$ cat src/rtl/ga_pkg.sv
// Gate Array sync/IRQ shared definitions.
// Defaults for the raster interrupt and sync shapers.
package ga_pkg;

  localparam int IRQ_LINES_DEF     = 52;
  localparam int IRQ_RESYNC_THRESH = 32;
  localparam int HS_DELAY_DEF      = 2;
  localparam int HS_WIDTH_DEF      = 4;
  localparam int VS_DELAY_DEF      = 2;
  localparam int VS_WIDTH_DEF      = 4;

  typedef enum logic [1:0] {
    HS_IDLE   = 2'd0,
    HS_DELAY  = 2'd1,
    HS_ACTIVE = 2'd2
  } hs_state_e;

  function automatic int max2(input int a, input int b);
    return (a > b) ? a : b;
  endfunction

endpackage

$ cat src/rtl/ga_sync_shaper.sv
// Delay-then-width-limited pulse generator.
// Counts step_i events after trig_i; level_i low cancels or ends the pulse.
module ga_sync_shaper
  import ga_pkg::*;
#(
  parameter int DLY = 2,
  parameter int WID = 4
) (
  input  logic clk_i,
  input  logic rst_ni,
  input  logic step_i,
  input  logic trig_i,
  input  logic level_i,
  output logic pulse_o,
  output logic start_o
);

  localparam int CW = $clog2(max2(DLY, WID) + 1);

  hs_state_e       state_q, state_d;
  logic [CW-1:0]   cnt_q, cnt_d;

  // State and counter registers
  always_ff @(posedge clk_i or negedge rst_ni) begin
    if (!rst_ni) begin
      state_q <= HS_IDLE;
      cnt_q   <= '0;
    end else begin
      state_q <= state_d;
      cnt_q   <= cnt_d;
    end
  end

  // Next state: arm on trigger, count delay, then bounded active phase
  always_comb begin
    state_d = state_q;
    cnt_d   = cnt_q;
    case (state_q)
      HS_IDLE: begin
        if (trig_i) begin
          state_d = HS_DELAY;
          cnt_d   = CW'(1);
        end
      end
      HS_DELAY: begin
        if (step_i) begin
          if (!level_i) begin
            state_d = HS_IDLE;
            cnt_d   = '0;
          end else if (cnt_q == CW'(DLY)) begin
            state_d = HS_ACTIVE;
            cnt_d   = CW'(1);
          end else begin
            cnt_d = cnt_q + 1'b1;
          end
        end
      end
      HS_ACTIVE: begin
        if (step_i) begin
          if (!level_i || cnt_q == CW'(WID)) begin
            state_d = HS_IDLE;
            cnt_d   = '0;
          end else begin
            cnt_d = cnt_q + 1'b1;
          end
        end
      end
      default: begin
        state_d = HS_IDLE;
        cnt_d   = '0;
      end
    endcase
  end

  // Outputs: pulse follows state, start marks the step entering ACTIVE
  always_comb begin
    pulse_o = (state_q == HS_ACTIVE);
    start_o = (state_q == HS_DELAY) && step_i && level_i
              && (cnt_q == CW'(DLY));
  end

endmodule

$ cat src/rtl/ga_sync_irq.sv
// Gate Array CRTC sync shaping, blanking, mode latch and raster IRQ.
// Optional GA_CSYNC_EN adds a registered composite sync output CSYNC.
module ga_sync_irq
  import ga_pkg::*;
#(
  parameter int IRQ_LINES = IRQ_LINES_DEF,
  parameter int HS_DELAY  = HS_DELAY_DEF,
  parameter int HS_WIDTH  = HS_WIDTH_DEF,
  parameter int VS_DELAY  = VS_DELAY_DEF,
  parameter int VS_WIDTH  = VS_WIDTH_DEF
) (
  input  logic       CLOCK,
  input  logic       nRESET,
  input  logic       CLKEN,
  input  logic       CRTC_HSYNC,
  input  logic       CRTC_VSYNC,
  input  logic       CRTC_DE,
  input  logic       IRQ_ACK,
  input  logic       RMR_RST,
  input  logic [1:0] MODE_REQ,
  output logic       HSYNC_O,
  output logic       VSYNC_O,
  output logic       BLANK,
  output logic [1:0] MODE,
  output logic       nINT,
  output logic [5:0] IRQ_CNT
`ifdef GA_CSYNC_EN
  ,
  output logic       CSYNC
`endif
);

  logic       hs_q, vs_q;
  logic       hrise, hfall, vrise;
  logic       hs_start, vs_start;
  logic       blank_q;
  logic [1:0] mode_q;
  logic       nint_q, nint_d;
  logic [5:0] cnt_q, cnt_d;
  logic [5:0] cnt_inc;

  // Registered copies of CRTC syncs for edge detection
  always_ff @(posedge CLOCK or negedge nRESET) begin
    if (!nRESET) begin
      hs_q <= 1'b0;
      vs_q <= 1'b0;
    end else if (CLKEN) begin
      hs_q <= CRTC_HSYNC;
      vs_q <= CRTC_VSYNC;
    end
  end

  assign hrise = CLKEN & CRTC_HSYNC & ~hs_q;
  assign hfall = CLKEN & ~CRTC_HSYNC & hs_q;
  assign vrise = CLKEN & CRTC_VSYNC & ~vs_q;

  ga_sync_shaper #(
    .DLY (HS_DELAY),
    .WID (HS_WIDTH)
  ) u_hshape (
    .clk_i   (CLOCK),
    .rst_ni  (nRESET),
    .step_i  (CLKEN),
    .trig_i  (hrise),
    .level_i (CRTC_HSYNC),
    .pulse_o (HSYNC_O),
    .start_o (hs_start)
  );

  ga_sync_shaper #(
    .DLY (VS_DELAY),
    .WID (VS_WIDTH)
  ) u_vshape (
    .clk_i   (CLOCK),
    .rst_ni  (nRESET),
    .step_i  (hfall),
    .trig_i  (vrise),
    .level_i (CRTC_VSYNC),
    .pulse_o (VSYNC_O),
    .start_o (vs_start)
  );

  // Blanking and mode latch, advanced on character enable
  always_ff @(posedge CLOCK or negedge nRESET) begin
    if (!nRESET) begin
      blank_q <= 1'b1;
      mode_q  <= 2'd0;
    end else if (CLKEN) begin
      blank_q <= ~CRTC_DE | HSYNC_O | VSYNC_O;
      if (hs_start) mode_q <= MODE_REQ;
    end
  end

  assign cnt_inc = cnt_q + 6'd1;

  // Counter update: line count/resync, then ack, then RMR reset wins
  always_comb begin
    cnt_d  = cnt_q;
    nint_d = nint_q;
    if (hfall) begin
      if (vs_start) begin
        if (cnt_q >= 6'(IRQ_RESYNC_THRESH)) nint_d = 1'b0;
        cnt_d = 6'd0;
      end else if (cnt_inc == 6'(IRQ_LINES)) begin
        cnt_d  = 6'd0;
        nint_d = 1'b0;
      end else begin
        cnt_d = cnt_inc;
      end
    end
    if (IRQ_ACK) begin
      nint_d   = 1'b1;
      cnt_d[5] = 1'b0;
    end
    if (RMR_RST) begin
      cnt_d  = 6'd0;
      nint_d = 1'b1;
    end
  end

  // Interrupt state registers; ack/reset act on any clock
  always_ff @(posedge CLOCK or negedge nRESET) begin
    if (!nRESET) begin
      cnt_q  <= 6'd0;
      nint_q <= 1'b1;
    end else begin
      cnt_q  <= cnt_d;
      nint_q <= nint_d;
    end
  end

  assign BLANK   = blank_q;
  assign MODE    = mode_q;
  assign nINT    = nint_q;
  assign IRQ_CNT = cnt_q;

`ifdef GA_CSYNC_EN
  logic csync_q;

  // Composite sync, inverted line sync during vertical sync
  always_ff @(posedge CLOCK or negedge nRESET) begin
    if (!nRESET) csync_q <= 1'b0;
    else if (CLKEN) csync_q <= HSYNC_O ^ VSYNC_O;
  end

  assign CSYNC = csync_q;
`endif

endmodule

$ cat config.mk
export PLATFORM = sky130hd
export DESIGN_NAME = ga_sync_irq
export DESIGN_NICKNAME = d
export VERILOG_FILES = /design/src/rtl/ga_pkg.sv /design/src/rtl/ga_sync_shaper.sv /design/src/rtl/ga_sync_irq.sv
export SDC_FILE = /design/constraint.sdc
export NUM_CORES = 1
export LEC_CHECK = 0
export BUFFER_PORTS_ARGS = -buffer_cell sky130_fd_sc_hd__buf_4
export CORE_AREA = 4 4 58 60
export DETAILED_ROUTE_END_ITERATION = 6
export DIE_AREA = 0 0 62 64
export GPL_TIMING_DRIVEN = 0
export MAX_ROUTING_LAYER = met4
export PLACE_DENSITY = 0.69
export SLEW_MARGIN = 10
export SYNTH_ARGS = -nofsm -noshare
export SYNTH_HDL_FRONTEND = slang
export SYNTH_SLANG_ARGS = --single-unit
$ cat constraint.sdc
create_clock -name CLOCK -period 1.7 [get_ports CLOCK]
set_clock_uncertainty 0.05 [all_clocks]
set_input_delay 0.085 -clock CLOCK [delete_from_list [all_inputs] [get_ports CLOCK]]
set_output_delay 0.085 -clock CLOCK [all_outputs]
set_load 0.02 [all_outputs]
==> results_dict.tcl <==
set metrics [dict create \
    clock.fmax_mhz 605 \
    vias_per_cell 5.19 \
    syn_nets 175 \
    drtIter0Drc 34 \
    synthArstFlopShare 1.00 \
    cts_root_buffer "clkbuf_4" \
    first_global_vias 1089 \
    critical-path-top-delay-family "simple AND/OR/NAND/NOR gates" \
    postSynthAreaPerCell_sq_um 8.80 \
    period_share 0.972 \
    setup_viol 0 \
    cts_made_buffers 3 \
    final_cell_mix "28 x buf_4, 20 x dfrtp_1, 20 x nand2_1" \
    antenna_cells 0 \
    pin_count 22 \
    routed_wl_mm 2.89 \
    end_kind "register" \
    final_antenna_net_count 0 \
    mostFrequentLayoutCell "buf_4" \
    path_buf_inv 1 \
    drc_errors 0 \
    crit_slowest_cell "or4_4" \
    syn_inst 157 \
    power.leakage_nw 0.827 \
    fill_cells 258 \
    path_cells "inv_2 > ha_1 > nand2b_1 > or4_4 > mux2_4" \
    synth_flop_cell "dfrtp_1" \
    multiInputGateArea_sq_um 762 \
    clk_latency_ns 0.31 \
    cts.htree.levels 1 \
    core-area_sq_um 2930 \
    antenna_found_initial 0 \
    dp_hpwl_mm 2.06 \
    yosys-top-cells-area "dfrtp_1 36%, ha_1 7.2%, nand2_1 5.4%" \
    io_buffers 20 \
    die_w_um 62 \
    critPathMaxFanout 4 \
    synth-edff-count 0 \
    gp_congestion 0.824 \
    arrival_ns 1.81 \
    peakVddDrop_v 0.000712 \
    firstDrtPassIters 4 \
    mappedNetlistArea_sq_um 1380 \
    setup_tns_ns 0 \
    wl_per_cell_um 12.6 \
    slew_violations 0 \
    ys_seq_area_frac 0.400 \
    ff_latch_area_sq_um 553 \
    p_per_area_nw_per_um2 926 \
    maxCapViolations 0 \
    final_hold_viol_count 0 \
    yosysTopAreaCellShare 0.362 \
    grt_max_degree 23 \
    tritoncts "yes" \
    die_h_um 64 \
    synth_seq_cells 22 \
    grt_usage 0.157 \
    synth_cell_types 41 \
    hp-class "primary input to asynchronous set/reset pin" \
    grt_overflow 0 \
    final_nets 216 \
    outcome "finished clean" \
    area_delta_synth_final_pct 28.6 \
    vias 1194 \
    path_clk_slew_ns 0.13 \
    initial_utilization 0.472 \
    drive_above_1_share 0.274 \
    max_stage_delay_ns 0.46 \
    cts_sinks 22 \
    clockBufferDepth 2 \
    crit_type "register to register" \
    row_count 20 \
    setup_slack_ns 0.0484 \
    fp.dieArea_sq_um 3970 \
    worstMarginPinSlew_ns 0.423 \
    grt_pass1_wl_mm 4.74 \
    slew_headroom 0.718 \
    detailedPlace.worstSlack_ns -0.0161 \
    startpoint_type "register" \
    synth_area_leader_cell "dfrtp_1" \
    period_minus_slack_ns 1.65 \
    yosys_warnings 0 \
    worst_ep_required_time_ns 1.86 \
]
logic make-up (layout without fill, tap and decap cells):
logic type / count (synthesis) / count (layout) / synth area share
AO/OA/AOI/OAI: 40 / 40 / 0.177
multiplexers: 4 / 4 / 0.0399
AND/OR/NAND/NOR: 65 / 65 / 0.246
adder cells (fa/ha/maj): 8 / 8 / 0.0725
flip-flops: 22 / 22 / 0.400
buffers and inverters: 18 / 58 / 0.0643
synthesized netlist by cell type (all sizes together) (3+ instances only):
cell type and n:
nor3 6, dfrtp 20, a21oi 14, nand2 21, buf 5, ha 8
mux2 3, nor2b 4, nor2 8, inv 12, and3 3, nor3b 3
o21ai 14, nand2b 3, nand3 11
layer usage:
| metal | up-vias | share of wire | track usage | wire (um) |
|---|---|---|---|---|
| met5 | - | 0 | - | 0 |
| met2 | 19 | 0.47 | 0.244 | 1340 |
| met1 | 541 | 0.49 | 0.212 | 1410 |
| li1 | 630 | - | - | - |
| met4 | 0 | 0.0080 | 0.0398 | 23 |
| met3 | 4 | 0.038 | 0.0242 | 109 |
state kept, by name, indices dropped and copies added, names as in the netlist:
name / count
BLANK: 1
IRQ_CNT: 6
MODE: 2
hs_q: 1
nINT: 1
u_hshape.cnt_q: 3
u_hshape.state_q: 2
u_vshape.cnt_q: 3
u_vshape.state_q: 2
vs_q: 1
final timing paths:
| path | from | end | slack [ns] | depth (start not counted) |
|---|---|---|---|---|
| setup / recovery | u_hshape.cnt_q[0]$_DFFE_PN0P_ | MODE[0]$_DFFE_PN0P_ | 0.05 | 5 |
| hold / removal | nRESET | u_vshape.cnt_q[2]$_DFFE_PN0P_ | 0.13 | 2 |
| setup reg to reg | u_hshape.cnt_q[0]$_DFFE_PN0P_ | MODE[0]$_DFFE_PN0P_ | 0.05 | 5 |
| hold reg to reg | nINT$_DFFE_PN1P_ | nINT$_DFFE_PN1P_ | 0.44 | 2 |
| max in group asynchronous | nRESET | nINT$_DFFE_PN1P_ | 1.19 | 2 |
| min in group CLOCK | IRQ_ACK | IRQ_CNT[5]$_DFFE_PN0P_ | 0.42 | 3 |
power by group:
part,internal (W),switching (W),total (W)
Combinational,0.000339,0.000324,0.000663
Clock,0.000131,0.000164,0.000295
Sequential,0.000616,0.0000724,0.000688
Total,0.00109,0.000560,0.00165
what timing repair did:
item	CTS	global route
endpoints found under the hold margin	34	0
pin swaps	0	1
endpoints found under the setup margin	5	11
hold buffers	9	0
setup buffers	1	6
gates resized for setup	2	6
gates cloned	0	0
per-stage QoR:
step	utilization	hold slack (ns)	std cells	power [W]	area (sq um)
6_report	0.607	0.131	230	0.00165	1780
2_1_floorplan	-	-0.261	157	0.00108	1380
4_1_cts	0.583	0.134	224	0.00158	1710
5_1_grt	0.607	0.167	230	0.00176	1780
3_3_place_gp	0.537	-0.0557	210	0.00121	1570
3_5_place_dp	0.537	-0.0539	210	0.00124	1570
layout make-up:
| cell class | count | share of cell area |
|---|---|---|
| clock buffer | 4 | 0.0204 |
| sequential | 22 | 0.311 |
| multi-input combinational | 117 | 0.429 |
| buffer | 6 | 0.0261 |
| tap | 33 | 0.0232 |
| timing repair buffer | 36 | 0.165 |
| inverter | 12 | 0.0254 |
No activity file was read; power rests on OpenSTA's default activity.
